<file path="src/rtl/seq_divider_pkg.sv">
// Shared definitions for the sequential restoring divider.
// WORD is the default datapath width; the FSM state type lives here for the ALU controller.
package seq_divider_pkg;

  localparam int WORD = 42;

  typedef enum logic [1:0] {
    ST_IDLE = 2'd0,
    ST_RUN  = 2'd1,
    ST_FIN  = 2'd2
  } div_state_e;

endpackage

</file>
<file path="src/rtl/seq_divider_div_step.sv">
// One restoring-division step: shift the next dividend bit into the partial remainder,
// trial-subtract the divisor and keep the difference when it does not borrow.
module seq_divider_div_step #(
  parameter int WIDTH = 8
) (
  input  logic [WIDTH-1:0] p_in,
  input  logic             bit_in,
  input  logic [WIDTH-1:0] divisor,
  output logic [WIDTH-1:0] p_out,
  output logic             q_bit
);

  logic [WIDTH:0] trial;
  logic [WIDTH:0] diff;

  // One extra bit so a set top bit of the partial remainder never looks like a borrow.
  assign trial = {p_in, bit_in};
  assign diff  = trial - {1'b0, divisor};
  assign q_bit = ~diff[WIDTH];
  assign p_out = q_bit ? diff[WIDTH-1:0] : trial[WIDTH-1:0];

endmodule

</file>
<file path="src/rtl/seq_divider.sv">
// Multi-cycle unsigned restoring divider, one quotient bit per clock, start/done handshake.
// Define DIV_SIGNED_EN to add the is_signed port for two's-complement division.
module seq_divider
  import seq_divider_pkg::*;
#(
  parameter int WIDTH = WORD
) (
  input  logic             clk,
  input  logic             rst_n,
  input  logic             start,
  input  logic [WIDTH-1:0] dividend,
  input  logic [WIDTH-1:0] divisor,
`ifdef DIV_SIGNED_EN
  input  logic             is_signed,
`endif
  output logic             busy,
  output logic             done,
  output logic [WIDTH-1:0] quotient,
  output logic [WIDTH-1:0] remainder,
  output logic             div_by_zero
);

  localparam int CNT_W = (WIDTH > 1) ? $clog2(WIDTH) : 1;
  localparam logic [CNT_W-1:0] LAST_CNT = CNT_W'(WIDTH - 1);

  div_state_e       state_reg, state_next;
  logic [CNT_W-1:0] cnt_reg, cnt_next;
  logic [WIDTH-1:0] dvd_reg, dvd_next;
  logic [WIDTH-1:0] dvs_reg, dvs_next;
  logic [WIDTH-1:0] p_reg, p_next;
  logic [WIDTH-1:0] quo_reg, quo_next;
  logic [WIDTH-1:0] rem_reg, rem_next;
  logic             neg_q_reg, neg_q_next;
  logic             neg_r_reg, neg_r_next;
  logic             zero_reg, zero_next;
  logic             dbz_reg, dbz_next;
  logic             done_reg, done_next;

  logic [WIDTH-1:0] dvd_mag, dvs_mag, p_step;
  logic             sgn_q, sgn_r, q_bit;

`ifdef DIV_SIGNED_EN
  // Divide magnitudes; remember which results need negating in FIN.
  always_comb begin
    sgn_r   = is_signed & dividend[WIDTH-1];
    sgn_q   = sgn_r ^ (is_signed & divisor[WIDTH-1]);
    dvd_mag = sgn_r ? -dividend : dividend;
    dvs_mag = (is_signed & divisor[WIDTH-1]) ? -divisor : divisor;
  end
`else
  assign sgn_r   = 1'b0;
  assign sgn_q   = 1'b0;
  assign dvd_mag = dividend;
  assign dvs_mag = divisor;
`endif

  seq_divider_div_step #(.WIDTH(WIDTH)) u_step (
    .p_in    (p_reg),
    .bit_in  (dvd_reg[WIDTH-1]),
    .divisor (dvs_reg),
    .p_out   (p_step),
    .q_bit   (q_bit)
  );

  always_ff @(posedge clk) begin
    if (!rst_n) begin
      state_reg <= ST_IDLE;
      cnt_reg   <= '0;
      dvd_reg   <= '0;
      dvs_reg   <= '0;
      p_reg     <= '0;
      quo_reg   <= '0;
      rem_reg   <= '0;
      neg_q_reg <= 1'b0;
      neg_r_reg <= 1'b0;
      zero_reg  <= 1'b0;
      dbz_reg   <= 1'b0;
      done_reg  <= 1'b0;
    end else begin
      state_reg <= state_next;
      cnt_reg   <= cnt_next;
      dvd_reg   <= dvd_next;
      dvs_reg   <= dvs_next;
      p_reg     <= p_next;
      quo_reg   <= quo_next;
      rem_reg   <= rem_next;
      neg_q_reg <= neg_q_next;
      neg_r_reg <= neg_r_next;
      zero_reg  <= zero_next;
      dbz_reg   <= dbz_next;
      done_reg  <= done_next;
    end
  end

  always_comb begin
    state_next = state_reg;
    cnt_next   = cnt_reg;
    dvd_next   = dvd_reg;
    dvs_next   = dvs_reg;
    p_next     = p_reg;
    quo_next   = quo_reg;
    rem_next   = rem_reg;
    neg_q_next = neg_q_reg;
    neg_r_next = neg_r_reg;
    zero_next  = zero_reg;
    dbz_next   = dbz_reg;
    done_next  = 1'b0;
    case (state_reg)
      ST_IDLE: begin
        if (start) begin
          dvd_next   = dvd_mag;
          dvs_next   = dvs_mag;
          p_next     = '0;
          cnt_next   = '0;
          neg_q_next = sgn_q;
          neg_r_next = sgn_r;
          zero_next  = (divisor == '0);
          state_next = (divisor == '0) ? ST_FIN : ST_RUN;
        end
      end
      ST_RUN: begin
        // Quotient bits shift in behind the dividend bits as they are consumed.
        p_next   = p_step;
        dvd_next = {dvd_reg[WIDTH-2:0], q_bit};
        cnt_next = cnt_reg + 1'b1;
        if (cnt_reg == LAST_CNT)
          state_next = ST_FIN;
      end
      ST_FIN: begin
        if (zero_reg) begin
          quo_next = '1;
          rem_next = neg_r_reg ? -dvd_reg : dvd_reg;
        end else begin
          quo_next = neg_q_reg ? -dvd_reg : dvd_reg;
          rem_next = neg_r_reg ? -p_reg : p_reg;
        end
        dbz_next   = zero_reg;
        done_next  = 1'b1;
        state_next = ST_IDLE;
      end
      default: state_next = ST_IDLE;
    endcase
  end

  assign busy        = (state_reg != ST_IDLE);
  assign done        = done_reg;
  assign quotient    = quo_reg;
  assign remainder   = rem_reg;
  assign div_by_zero = dbz_reg;

endmodule

</file>
<file path="config.mk">
export PLATFORM = sky130hd
export DESIGN_NAME = seq_divider
export DESIGN_NICKNAME = d
export VERILOG_FILES = /design/src/rtl/seq_divider_pkg.sv /design/src/rtl/seq_divider_div_step.sv /design/src/rtl/seq_divider.sv
export SDC_FILE = /design/constraint.sdc
export NUM_CORES = 1
export LEC_CHECK = 0
export ABC_AREA = 1
export CORE_ASPECT_RATIO = 1.75
export CORE_UTILIZATION = 40
export CTS_BUF_LIST = sky130_fd_sc_hd__clkbuf_4 sky130_fd_sc_hd__clkbuf_8
export DETAILED_ROUTE_END_ITERATION = 7
export HOLD_SLACK_MARGIN = 0.03
export PLACE_DENSITY = 0.6
export SLEW_MARGIN = 20
export SYNTH_ARGS = -nofsm -noshare
export SYNTH_HDL_FRONTEND = slang
export SYNTH_HIERARCHICAL = 1
export SYNTH_SLANG_ARGS = --single-unit
export TNS_END_PERCENT = 1
</file>
<file path="constraint.sdc">
create_clock -name clk -period 3 [get_ports clk]
set_input_delay 0.45 -clock clk [delete_from_list [all_inputs] [get_ports clk]]
set_output_delay 0.45 -clock clk [all_outputs]
set_load 0.005 [all_outputs]
</file>
==> results by group, run 1 <==
GRT
  • Global-route wire length before repair: approximately 64000 um
  • Vias in the first global route: ~13000
  • Initial antenna violation count: 0
  • Gr usage total: 25.1%
  • Overflow after GRT: 0
  • Largest net degree at the start of global routing: 110

Final layout
  • Nets@finish: 2309
  • Area delta synth->final: 21.4%
  • Fill cell total of the finished layout: 3357
  • Share of layout cells above drive strength 1: a little over 6%

Synth
  • Top_reg_cell synth: dfxtp_1
  • Post-Synthesis Cells: 2044
  • Count of different cell masters after synthesis: between 40 and 50
  • Syn Area/Cell: approximately 6.3 um2
  • Async S/R FF share, synth: 0%
  • Number of synthesized flops with an enable pin: 0
  • Post-synthesis register bit count: 221
  • Mapped Area: 12800 um2
  • Syn Nets: 2176
  • Synthesis Warnings: 6
  • Seq/Total Area, Yosys: 34.6%

Critical path
  • Max incr delay on CP: 0.42 ns
  • Crit-path cells: ha_1, a21oi_1, nand2_1, nand2_1, nand3_1, nor2_2, nand3_2, nand2_2, buf_4, nand3_1, nand2_1, nand2_1, a21oi_1
  • CP max-delay cell: dfxtp_1
  • Crit Path Category: reg -> reg
  • Critical path's top delay family: simple AND/OR/NAND/NOR gates
  • Setup crit end kind: flip-flop
  • Worst Path Buf+Inv: 1
  • CP Max Fanout: 19
  • CP arrival: 3.00 ns
  • CP most frequent cell: nand2_1
  • Critical Path Start Type: flip-flop
  • WP data required: 3.47 ns

STA
  • Final Skew: 0.0288 ns
  • Final worst path period share: between 80% and 90%
  • Worst Tran Pin Value: 0.980 ns
  • Max Slew Vio Count: 0
  • # setup viols final: 0
  • Final worst setup slack: 0.470 ns
  • Final Hold Vio Count: 0
  • Clock period minus worst slack: 2.53 ns
  • Fmax: 395 MHz
  • Slew HR: 34.7%
  • Final TNS setup: 0 ns
  • WHS: 0.431 ns
  • RSZ-0062 raised after global routing: no

Clock tree
  • Register clock-pin slew on the reported worst setup and hold paths: 0.06 ns
  • Total setup buffers inserted after CTS: 0
  • Clk Latency, worst-skew pair: 0.55 ns
  • Root buffer cell: clkbuf_8
  • CTS resizes: 0
  • CTS tree: done
  • Clk sinks: 221
  • H-Tree Depth: 2
  • Hold_buf cts: 0
  • Clock Tree Buf Depth: 3
  • Total CTS buffers: 35

Outcome
  • Status: finished, final reports clean

Detailed routing
  • Vias per inst: 5.06
  • # DRC: 0
  • DRT iter0 DRCs: 715
  • Antenna Nets Post-Route: 0
  • Detailed Routing Iterations Pass 1: 5
  • Drt total wl: 40800 um
  • Wire per inst: 15.7 um
  • Vias post-DR: 13100

Die
  • Row count: 86
  • Die W: 137 um
  • Starting density of the core: 40.6%
  • Die Height: 239 um
  • Ports: 174
  • Core area: 31500 um2
  • Die footprint: 32700 um2

Placement
  • I/O Buffers: ~170
  • Placement Setup Slack: 0.464 ns
  • Dpl hpwl: 30700 um
  • Final GP Congestion: 0.946

Power
  • PD cells: approximately 490 nW/um2
  • Leakage dissipation: 6.94 nW
  • Final Power: 7.64 mW
  • VDD IR-drop max: 0.513 mV

Job
  • Maxcap violations: 0

Hold path
  • Hold Path Class: in -> reg
worst register-to-register path, cell delays in order, from the launching register on:
cell and delay [ns]:
dfxtp_1 0.42, ha_1 0.34, a21oi_1 0.27, nand2_1 0.12, nand2_1 0.08, nand3_1 0.08, nor2_2 0.22, nand3_2 0.14
nand2_2 0.08, buf_4 0.30, nand3_1 0.12, nand2_1 0.09, nand2_1 0.06, a21oi_1 0.16
power breakdown:
part	switching, mW	total (mW)	internal, mW
Clock	1.25	2.99	1.74
Sequential	0.117	3.21	3.09
Combinational	0.945	1.44	0.499
Yosys cell counts (6+ instances only):
| cell | instances | area [um2] |
|---|---|---|
| a21oi_1 | 201 | 1010 |
| a31oi_1 | 42 | 263 |
| buf_2 | 24 | 120 |
| buf_4 | 6 | 45.0 |
| buf_6 | 7 | 78.8 |
| clkbuf_1 | 59 | 221 |
| dfxtp_1 | 221 | 4420 |
| ha_1 | 44 | 551 |
| inv_1 | 213 | 800 |
| nand2_1 | 710 | 2670 |
| nand2_2 | 7 | 43.8 |
| nand3_1 | 80 | 400 |
| nand3_2 | 12 | 120 |
| nand4_1 | 6 | 37.5 |
| nor2_1 | 188 | 706 |
| nor2_2 | 9 | 56.3 |
| nor3_1 | 6 | 30.0 |
| o21ai_0 | 147 | 736 |
| o21ai_1 | 6 | 30.0 |
| xor2_1 | 15 | 131 |
layout make-up:
class | instances | area [um2] | area share (%)
diodes | 1 | 2.50 | 0.0161
clock buffers | 50 | 651 | 4.19
clock inverters | 10 | 156 | 1.01
inverters | 219 | 823 | 5.30
multi-input cells | 1503 | 7050 | 45.4
flip-flops and latches | 221 | 4430 | 28.5
well taps | 396 | 495 | 3.19
repair buffers | 197 | 1930 | 12.4
routing by layer:
layer | track usage, % | vias up | part of all wire [%]
met3 | 2.82 | 87 | 3.6
met4 | 11.8 | 0 | 4.4
met1 | 29.4 | 5990 | 42
met5 | 0 | - | 0
li1 | - | 6768 | -
met2 | 44.6 | 291 | 50
stage by stage:
step                      utilization [%]  instance area [um2]  instances
final                                49.3                15500       2597
after detailed placement             46.7                14700       2536
after global routing                 49.3                15500       2596
after global placement               46.7                14700       2536
after CTS                            49.3                15500       2596
after floorplan                         -                12800       2044
cells by family (layout without fill, tap and decap cells):
family / after synthesis / after routing / synth area share (%)
simple gates: 1035 / 1035 / 33.0
buf+inv: 320 / 476 / 10.3
flops: 221 / 221 / 34.6
xor+xnor: 16 / 16 / 1.10
fa+ha+maj: 45 / 45 / 4.46
other cells: 0 / 1 / 0
compound gates: 407 / 407 / 16.6
path summary, 6_finish.rpt:
| check | startpoint | end | slack (ns) | cells after the start |
|---|---|---|---|---|
| worst max-delay path | p_reg[36] | p_reg[3] | 0.47 | 13 |
| worst min-delay path | rst_n | p_reg[17] | 0.43 | 3 |
| worst max register to register | p_reg[36] | p_reg[3] | 0.47 | 13 |
| worst min register to register | quotient[28] | quotient[28] | 0.46 | 2 |
layout by cell type (no fill, tap or decap), types with 2 or more instances in the layout:
master,count
nand2_1,710
dfxtp_1,220
inv_1,211
a21oi_1,201
nor2_1,188
clkdlybuf4s50_1,172
o21ai_0,147
nand3_1,80
ha_1,44
clkbuf_8,44
a31oi_1,42
buf_4,22
xor2_1,15
nand3_2,12
nor2_2,9
nand2_2,7
nand4_1,6
o21ai_1,6
clkbuf_4,6
nor3_1,6
nor2_4,5
clkinv_2,5
o21bai_1,5
inv_2,4
bufinv_16,4
or2_2,3
clkinv_1,3
buf_12,2
nor4_1,2
No activity file was read; power rests on OpenSTA's default activity.
==> inputs of run 2 (changes only) <==
==> constraint.sdc (replaced) <==
create_clock -name clk -period 2.57 [get_ports clk]
set_input_delay 0.3855 -clock clk [delete_from_list [all_inputs] [get_ports clk]]
set_output_delay 0.3855 -clock clk [all_outputs]
set_load 0.005 [all_outputs]
==> run 2 against run 1 <==
Against the previous run: clock skew decreased by 0.0048 ns; die area is the same; count of clock-buffer cells in the layout is 3 higher; register-to-register slack worse by 0.37 ns; critical path depth is 1 higher; flip-flop and latch count unchanged; setup slack lost 0.37 ns; first-iteration DRC count down 2.1%; wire length grew 0.97%; global-route usage rose by 0.085 points; sequential power rose by 17%; total power up 11%; critical path type unchanged.
==> results by group, run 2 (synthesis gave the netlist of run 1 again) <==
Clock tree
  • Root buffer cell: clkbuf_8 (unchanged)
  • Clk sinks: 221 (unchanged)
  • Register clock-pin slew on the reported worst setup and hold paths: 0.06 ns (about the same)
  • Clk Latency, worst-skew pair: 0.56 ns (was 0.55 ns)
  • Clock Tree Buf Depth: 3 (unchanged)
  • Hold_buf cts: 0 (unchanged)
  • CTS tree: done (unchanged)
  • H-Tree Depth: 2 (unchanged)
  • Total CTS buffers: 34 (was 35)

Detailed routing
  • Drt total wl: 41200 um (was 40800 um)
  • DRT iter0 DRCs: 700 (was 715)
  • # DRC: 0 (unchanged)
  • Antenna Nets Post-Route: 0 (unchanged)
  • Wire per inst: 15.7 um (about the same)
  • Detailed Routing Iterations Pass 1: 5 (unchanged)
  • Vias post-DR: 13200 (was 13100)
  • Vias per inst: 5.03 (was 5.06)

Final layout
  • Commonest non-fill, non-tap cell in the layout: nand2_1 (unchanged)
  • Final Non-Filler Cells: 2619 (was 2597)
  • Area delta synth->final: 23.3% (was 21.4%)
  • Area of the multi-input gates: 7150 um2 (was 7050 um2)
  • Fill cell total of the finished layout: 3356 (was 3357)
  • Commonest non-fill, non-tap cells in the layout: nand2_1, inv_1, dfxtp_1 (was nand2_1, dfxtp_1, inv_1)
  • Nets@finish: 2333 (was 2309)
  • Share of layout cells above drive strength 1: 8.28% (was 6.05%)
  • Reg area: 4440 um2 (was 4430 um2)

Die
  • Die Height: 239 um (unchanged)
  • Ports: 174 (unchanged)
  • Core area: 31500 um2 (unchanged)
  • Row count: 86 (unchanged)
  • Starting density of the core: 40.6% (unchanged)
  • Die footprint: 32700 um2 (unchanged)
  • Die W: 137 um (unchanged)

STA
  • Slew HR: 44.3% (was 34.7%)
  • Worst Tran Pin Value: 0.836 ns (was 0.980 ns)
  • Final TNS setup: 0 ns (unchanged)
  • RSZ-0062 raised after global routing: yes (was no)
  • # setup viols final: 0 (unchanged)
  • Clock period minus worst slack: 2.47 ns (was 2.53 ns)
  • Final Skew: 0.0240 ns (was 0.0288 ns)
  • Max Slew Vio Count: 0 (unchanged)
  • Final Hold Vio Count: 0 (unchanged)
  • Fmax: 405 MHz (was 395 MHz)
  • Final worst path period share: 96.2% (was 84.3%)

Power
  • VDD IR-drop max: 0.357 mV (was 0.513 mV)
  • Leakage dissipation: 7.07 nW (was 6.94 nW)
  • PD cells: 537 nW/um2 (was 492 nW/um2)

Placement
  • Final GP Congestion: 0.921 (was 0.946)
  • Placed Cells: 2560 (was 2536)
  • I/O Buffers: 173 (unchanged)
  • Dpl hpwl: 31200 um (was 30700 um)

Critical path
  • R2R Setup Slk: 0.1 ns (was 0.47 ns)
  • Crit Path Category: reg -> reg (unchanged)
  • CP Max Fanout: 4 (was 19)
  • CP most frequent cell: nand2_1 (unchanged)
  • R2r endpoint: p_reg[4] (was p_reg[3])
  • R2r startpoint: dvs_reg[40] (was p_reg[36])
  • Critical Path Start Type: flip-flop (unchanged)
  • WP data required: 3.05 ns (was 3.47 ns)
  • CP arrival: 2.95 ns (was 3.00 ns)
  • CP max-delay cell: ha_2 (was dfxtp_1)
  • Max incr delay on CP: 0.38 ns (was 0.42 ns)
  • R2R depth: 14 (was 13)
  • Setup crit end kind: flip-flop (unchanged)
  • Crit-path cells: inv_1, ha_2, inv_1, nor3_2, nand2_1, nor2_4, nand2_2, nand4_1, buf_4, buf_4, nand3_1, nand2_1, nand2_1, a21oi_1 (was ha_1, a21oi_1, nand2_1, nand2_1, nand3_1, nor2_2, nand3_2, nand2_2, buf_4, nand3_1, nand2_1, nand2_1, a21oi_1)

Hold path
  • Hold Path Origin: rst_n (unchanged)
  • Hold Path Class: in -> reg (unchanged)
  • Hold EP: p_reg[20] (was p_reg[17])
  • Hold depth: 3 (unchanged)

Job
  • Maxcap violations: 0 (unchanged)

GRT
  • Largest net degree at the start of global routing: 87 (was 110)
  • Initial antenna violation count: 1 (was 0)
  • Vias in the first global route: 12300 (was 12500)
  • Overflow after GRT: 0 (unchanged)
  • Gr usage total: 25.2% (was 25.1%)
  • Global-route wire length before repair: 64100 um (was 64400 um)

Outcome
  • Status: finished, final reports clean (unchanged)
run 2: cell count changes in the layout (fill, tap and decap cells not counted), moves of 5 or more:
cell / previous run / this run
ha_2: 0 / 5
dfxtp_1: 220 / 211
nand2_1: 710 / 705
buf_12: 2 / 7
dfxtp_2: 1 / 10
clkbuf_8: 44 / 39
nand2_2: 7 / 12
buf_4: 22 / 41
ha_1: 44 / 38
clkbuf_4: 6 / 14
run 2: area by class of cell:
type	instances	share of cell area, %
multi-input combinational	1503	45.4
sequential	221	28.1
timing repair buffer	222	13.9
inverter	219	5.22
clock buffer	53	4.07
tap	396	3.14
clock inverter	4	0.175
antenna	1	0.0159
run 2: how the worst max path moves through the flow:
stage                           end  depth (start not counted)  slack [ns]   startpoint
after global placement    p_reg[40]                         15        0.09    p_reg[23]
after detailed placement   p_reg[4]                         15        0.02    p_reg[23]
after floorplan           p_reg[33]                         14        0.40  dvd_reg[41]
after global routing       p_reg[4]                         14       -0.06  dvs_reg[40]
final                      p_reg[4]                         14         0.1  dvs_reg[40]
after CTS                 p_reg[23]                         13        0.02    p_reg[21]
run 2: stage by stage:
stage	util [%]	worst slack [ns]	hold slack [ns]	area, um2	power (mW)
6_report	50.0	0.0983	0.231	15800	8.46
5_1_grt	50.0	-0.0588	0.232	15800	8.90
4_1_cts	49.6	0.0163	0.214	15600	8.54
3_5_place_dp	47.5	0.0239	0.454	15000	5.52
3_3_place_gp	47.5	0.0862	0.448	15000	5.52
2_1_floorplan	-	0.404	0.449	12800	4.87
run 2: critical path: cells and delay by family, from the launching register on:
kind | cells | cell delay, ns
and+or+nand+nor | 8 | 1.05
buffers and inverters | 4 | 0.47
adders and majority gates | 1 | 0.38
DFF | 1 | 0.33
AOI/OAI and AO/OA | 1 | 0.17
run 2: power by group:
part	switching (mW)	leakage, nW	internal [mW]
sequential	0.132	1.81	3.61
clock	1.41	0.362	1.59
combinational	1.11	4.90	0.613
total	2.66	7.07	5.81
run 2: timing repair:
item,4_1_cts,5_1_grt
setup buffers,0,1
endpoints found under the hold margin,0,0
resized for setup,0,35
setup endpoints to repair,0,43
run 2: layer usage:
layer / GRT usage (%) / up-vias / part of all wire [%]
li1: - / 6829 / -
met1: 29.3 / 5943 / 42
met2: 44.6 / 319 / 50
met3: 2.74 / 87 / 3.4
met4: 12.8 / 0 / 4.9
met5: 0 / - / 0
==> inputs of run 3 (changes only) <==
--- a/config.mk
+++ b/config.mk
@@ -15,6 +15,5 @@
 export SLEW_MARGIN = 20
 export SYNTH_ARGS = -nofsm -noshare
 export SYNTH_HDL_FRONTEND = slang
-export SYNTH_HIERARCHICAL = 1
 export SYNTH_SLANG_ARGS = --single-unit
 export TNS_END_PERCENT = 1
==> run 3 against run 2 <==
Against the previous run: critical endpoint is now p_reg[29]; largest power group is now combinational logic; global-route usage rose by 1.9 points; first-iteration DRC count grew 9.4%; sequential share of layout area decreased by 0.50 points; via count grew 0.49%.
==> results by group, run 3 <==
Final layout
  • Commonest non-fill, non-tap cells in the layout: nand2_1, inv_1, a21oi_1 (was nand2_1, inv_1, dfxtp_1)
  • Commonest non-fill, non-tap cell in the layout: nand2_1 (unchanged)
  • Share of layout cells above drive strength 1: 9.71% (was 8.28%)
  • Nets@finish: 2300 (was 2333)
  • Area delta synth->final: 27.5% (was 23.3%)
  • Final Non-Filler Cells: 2585 (was 2619)

Power
  • Leakage dissipation: 7.19 nW (was 7.07 nW)
  • PD cells: 772 nW/um2 (was 537 nW/um2)
  • Final Power: 12.4 mW (was 8.46 mW)
  • VDD IR-drop max: 0.603 mV (was 0.357 mV)

STA
  • Fmax: 415 MHz (was 405 MHz)
  • Final worst setup slack: 0.161 ns (was 0.0983 ns)
  • Final Skew: 0.0373 ns (was 0.0240 ns)
  • RSZ-0062 raised after global routing: yes (unchanged)
  • Clock period minus worst slack: 2.41 ns (was 2.47 ns)
  • Slew HR: 45.0% (was 44.3%)
  • # setup viols final: 0 (unchanged)
  • Max Slew Vio Count: 0 (unchanged)
  • WHS: 0.152 ns (was 0.231 ns)
  • Final TNS setup: 0 ns (unchanged)
  • Worst Tran Pin Value: 0.825 ns (was 0.836 ns)
  • Final worst path period share: 93.7% (was 96.2%)
  • Final Hold Vio Count: 0 (unchanged)

Critical path
  • Total stage count of the critical path: 15 (was 14)
  • CP startpoint: p_reg[7] (was dvs_reg[40])
  • Critical Path Start Type: flip-flop (unchanged)
  • CP most frequent cell: nand2_1 (unchanged)
  • CP arrival: 2.89 ns (was 2.95 ns)
  • R2R depth: 15 (was 14)
  • R2r startpoint: p_reg[7] (was dvs_reg[40])
  • Critical path's top delay family: simple AND/OR/NAND/NOR gates (unchanged)
  • Setup crit end kind: flip-flop (unchanged)
  • CP Max Fanout: 4 (unchanged)
  • WP data required: 3.06 ns (was 3.05 ns)
  • Crit Path Category: reg -> reg (unchanged)
  • R2r endpoint: p_reg[29] (was p_reg[4])
  • Worst Path Buf+Inv: 2 (was 4)
  • CP max-delay cell: ha_1 (was ha_2)
  • Worst setup path end: p_reg[29] (was p_reg[4])
  • R2R Setup Slk: 0.16 ns (was 0.1 ns)
  • Max incr delay on CP: 0.41 ns (was 0.38 ns)
  • Crit-path cells: ha_1, nand2_1, nor2_1, nand2_1, inv_1, nand2_1, nand2_1, nand2_1, nand2_1, nand2_1, nand2_1, inv_1, nand2_1, nand3_1, a21oi_1 (was inv_1, ha_2, inv_1, nor3_2, nand2_1, nor2_4, nand2_2, nand4_1, buf_4, buf_4, nand3_1, nand2_1, nand2_1, a21oi_1)

Synth
  • Yosys top cell area share: 35.2% (was 34.6%)
  • Synth area leader: dfxtp_1 (unchanged)
  • Top cells by instance count after synthesis: nand2_1, inv_1, a21oi_1, dfxtp_1, o21ai_0 (was nand2_1, dfxtp_1, inv_1, a21oi_1, nor2_1)
  • Post-synthesis register bit count: 221 (unchanged)
  • Syn Nets: 2102 (was 2176)
  • Post-Synthesis Cells: 1970 (was 2044)
  • Syn Area/Cell: 6.38 um2 (was 6.26 um2)
  • Number of synthesized flops with an enable pin: 0 (unchanged)
  • Area fraction in and, or, nand and nor cells after synthesis: 28.5% (was 33.0%)
  • Area fraction in compound gates after synthesis: 18.9% (was 16.6%)
  • Adder-Cell Fraction of Synth Area: 4.54% (was 4.46%)
  • Mux cell area share after synthesis: 0% (unchanged)
  • Xor/xnor share of the synthesized area: 1.67% (was 1.10%)
  • Top-count cell post-synth: nand2_1 (unchanged)
  • Count of different cell masters after synthesis: 41 (was 44)
  • Async S/R FF share, synth: 0% (unchanged)
  • Top_reg_cell synth: dfxtp_1 (unchanged)
  • Seq/Total Area, Yosys: 35.2% (was 34.6%)
  • Largest family of logic cells by synthesized area: simple AND/OR/NAND/NOR gates (unchanged)
  • Top cells by area, synth: dfxtp_1, nand2_1, a21oi_1, inv_1, o21ai_0 (unchanged)
  • Synthesis Warnings: 0 (was 6)
  • Mapped Area: 12600 um2 (was 12800 um2)

GRT
  • Vias in the first global route: 12800 (was 12300)
  • Met2 usage: 48.1% (was 44.6%)
  • Overflow after GRT: 0 (unchanged)
  • Global-route wire length before repair: 67600 um (was 64100 um)
  • Gr usage total: 27.1% (was 25.2%)
  • Met1 Use GR: 31.6% (was 29.3%)
  • Met3 capacity usage during global routing: 2.91% (was 2.74%)
  • Gr busiest metal: met2 (unchanged)
  • Largest net degree at the start of global routing: 87 (unchanged)
  • Initial antenna violation count: 1 (unchanged)

Outcome
  • Status: finished, final reports clean (unchanged)

Hold path
  • Hold Path Class: in -> reg (unchanged)
  • Hold depth: 3 (unchanged)

Detailed routing
  • Drt total wl: 43500 um (was 41200 um)
  • Vias post-DR: 13200 (about the same)
  • Wire per inst: 16.8 um (was 15.7 um)
  • Detailed Routing Iterations Pass 1: 5 (unchanged)
  • # DRC: 0 (unchanged)
  • Antenna Nets Post-Route: 0 (unchanged)
  • Vias per inst: 5.12 (was 5.03)
  • DRT iter0 DRCs: 766 (was 700)

Clock tree
  • Root buffer cell: clkbuf_8 (unchanged)
  • Clk Latency, worst-skew pair: 0.57 ns (was 0.56 ns)
  • Clock Tree Buf Depth: 3 (unchanged)
  • Clk sinks: 221 (unchanged)
  • CTS tree: done (unchanged)
  • Total CTS buffers: 36 (was 34)
  • H-Tree Depth: 2 (unchanged)
  • Register clock-pin slew on the reported worst setup and hold paths: 0.07 ns (was 0.06 ns)
  • Hold_buf cts: 0 (unchanged)

Die
  • Row count: 85 (was 86)
  • Ports: 174 (unchanged)
  • Die footprint: 32200 um2 (was 32700 um2)
  • Core area: 30800 um2 (was 31500 um2)
  • Die W: 136 um (was 137 um)
  • Die Height: 236 um (was 239 um)
  • Starting density of the core: 40.7% (was 40.6%)

Placement
  • Dpl hpwl: 32900 um (was 31200 um)
  • Final GP Congestion: 1.01 (was 0.921)
  • Placement Setup Slack: 0.111 ns (was 0.0239 ns)
  • I/O Buffers: 173 (unchanged)
  • Placed Cells: 2516 (was 2560)

Job
  • Maxcap violations: 0 (unchanged)
[run 3: layout make-up]
cell class,instances,area (um2)
Fill cell,3315,14800
Multi-Input combinational cell,1388,6830
Sequential cell,221,4430
Timing Repair Buffer,255,2440
Inverter,266,1000
Clock buffer,53,667
Tap cell,391,489
Clock inverter,10,163
Antenna cell,1,2.50
[run 3: how the worst min path moves through the flow]
stage / from / to / slack, ns
2_1_floorplan: dvs_reg[10] / dvs_reg[10] / 0.44
3_3_place_gp: dvs_reg[40] / dvs_reg[40] / 0.45
3_5_place_dp: quotient[41] / quotient[41] / 0.45
4_1_cts: rst_n / remainder[37] / 0.12
5_1_grt: rst_n / remainder[37] / 0.16
6_report: rst_n / remainder[37] / 0.15
[run 3: where the power goes]
group	total [mW]	switching (mW)	internal [mW]
Clock	3.58	1.50	2.08
Combinational	4.91	3.14	1.77
Sequential	3.88	0.205	3.67
[run 3: per-layer routing]
layer,vias to the layer above,wire (um)
met5,-,0
met4,0,2170
met3,106,1730
met2,353,21900
met1,6082,17600
li1,6702,-
[run 3: timing repair]
action	4_1_cts	5_1_grt
endpoints found under the setup margin	0	38
resized for setup	0	18
hold endpoints to repair	0	0
setup buffers	0	4
[run 3: through the flow]
stage / area (um2) / utilization [%]
after floorplan: 12600 / -
after global placement: 15100 / 48.8
after detailed placement: 15100 / 48.8
after CTS: 15900 / 51.5
after global routing: 16000 / 51.9
final: 16000 / 51.9
[run 3: worst register-to-register path: cells and delay by family (launching register included)]
| family | cells | cell delay (ns) |
|---|---|---|
| buffers and inverters | 2 | 0.12 |
| and+or+nand+nor | 11 | 1.31 |
| adders and majority gates | 1 | 0.41 |
| DFF | 1 | 0.37 |
| AOI/OAI and AO/OA | 1 | 0.12 |
[run 3: cell families (layout without fill, tap and decap cells)]
family | after synthesis | after routing
simple gates | 871 | 871
other cells | 0 | 1
compound gates | 448 | 448
flops | 221 | 221
buf+inv | 361 | 584
fa+ha+maj | 45 | 45
xor+xnor | 24 | 24
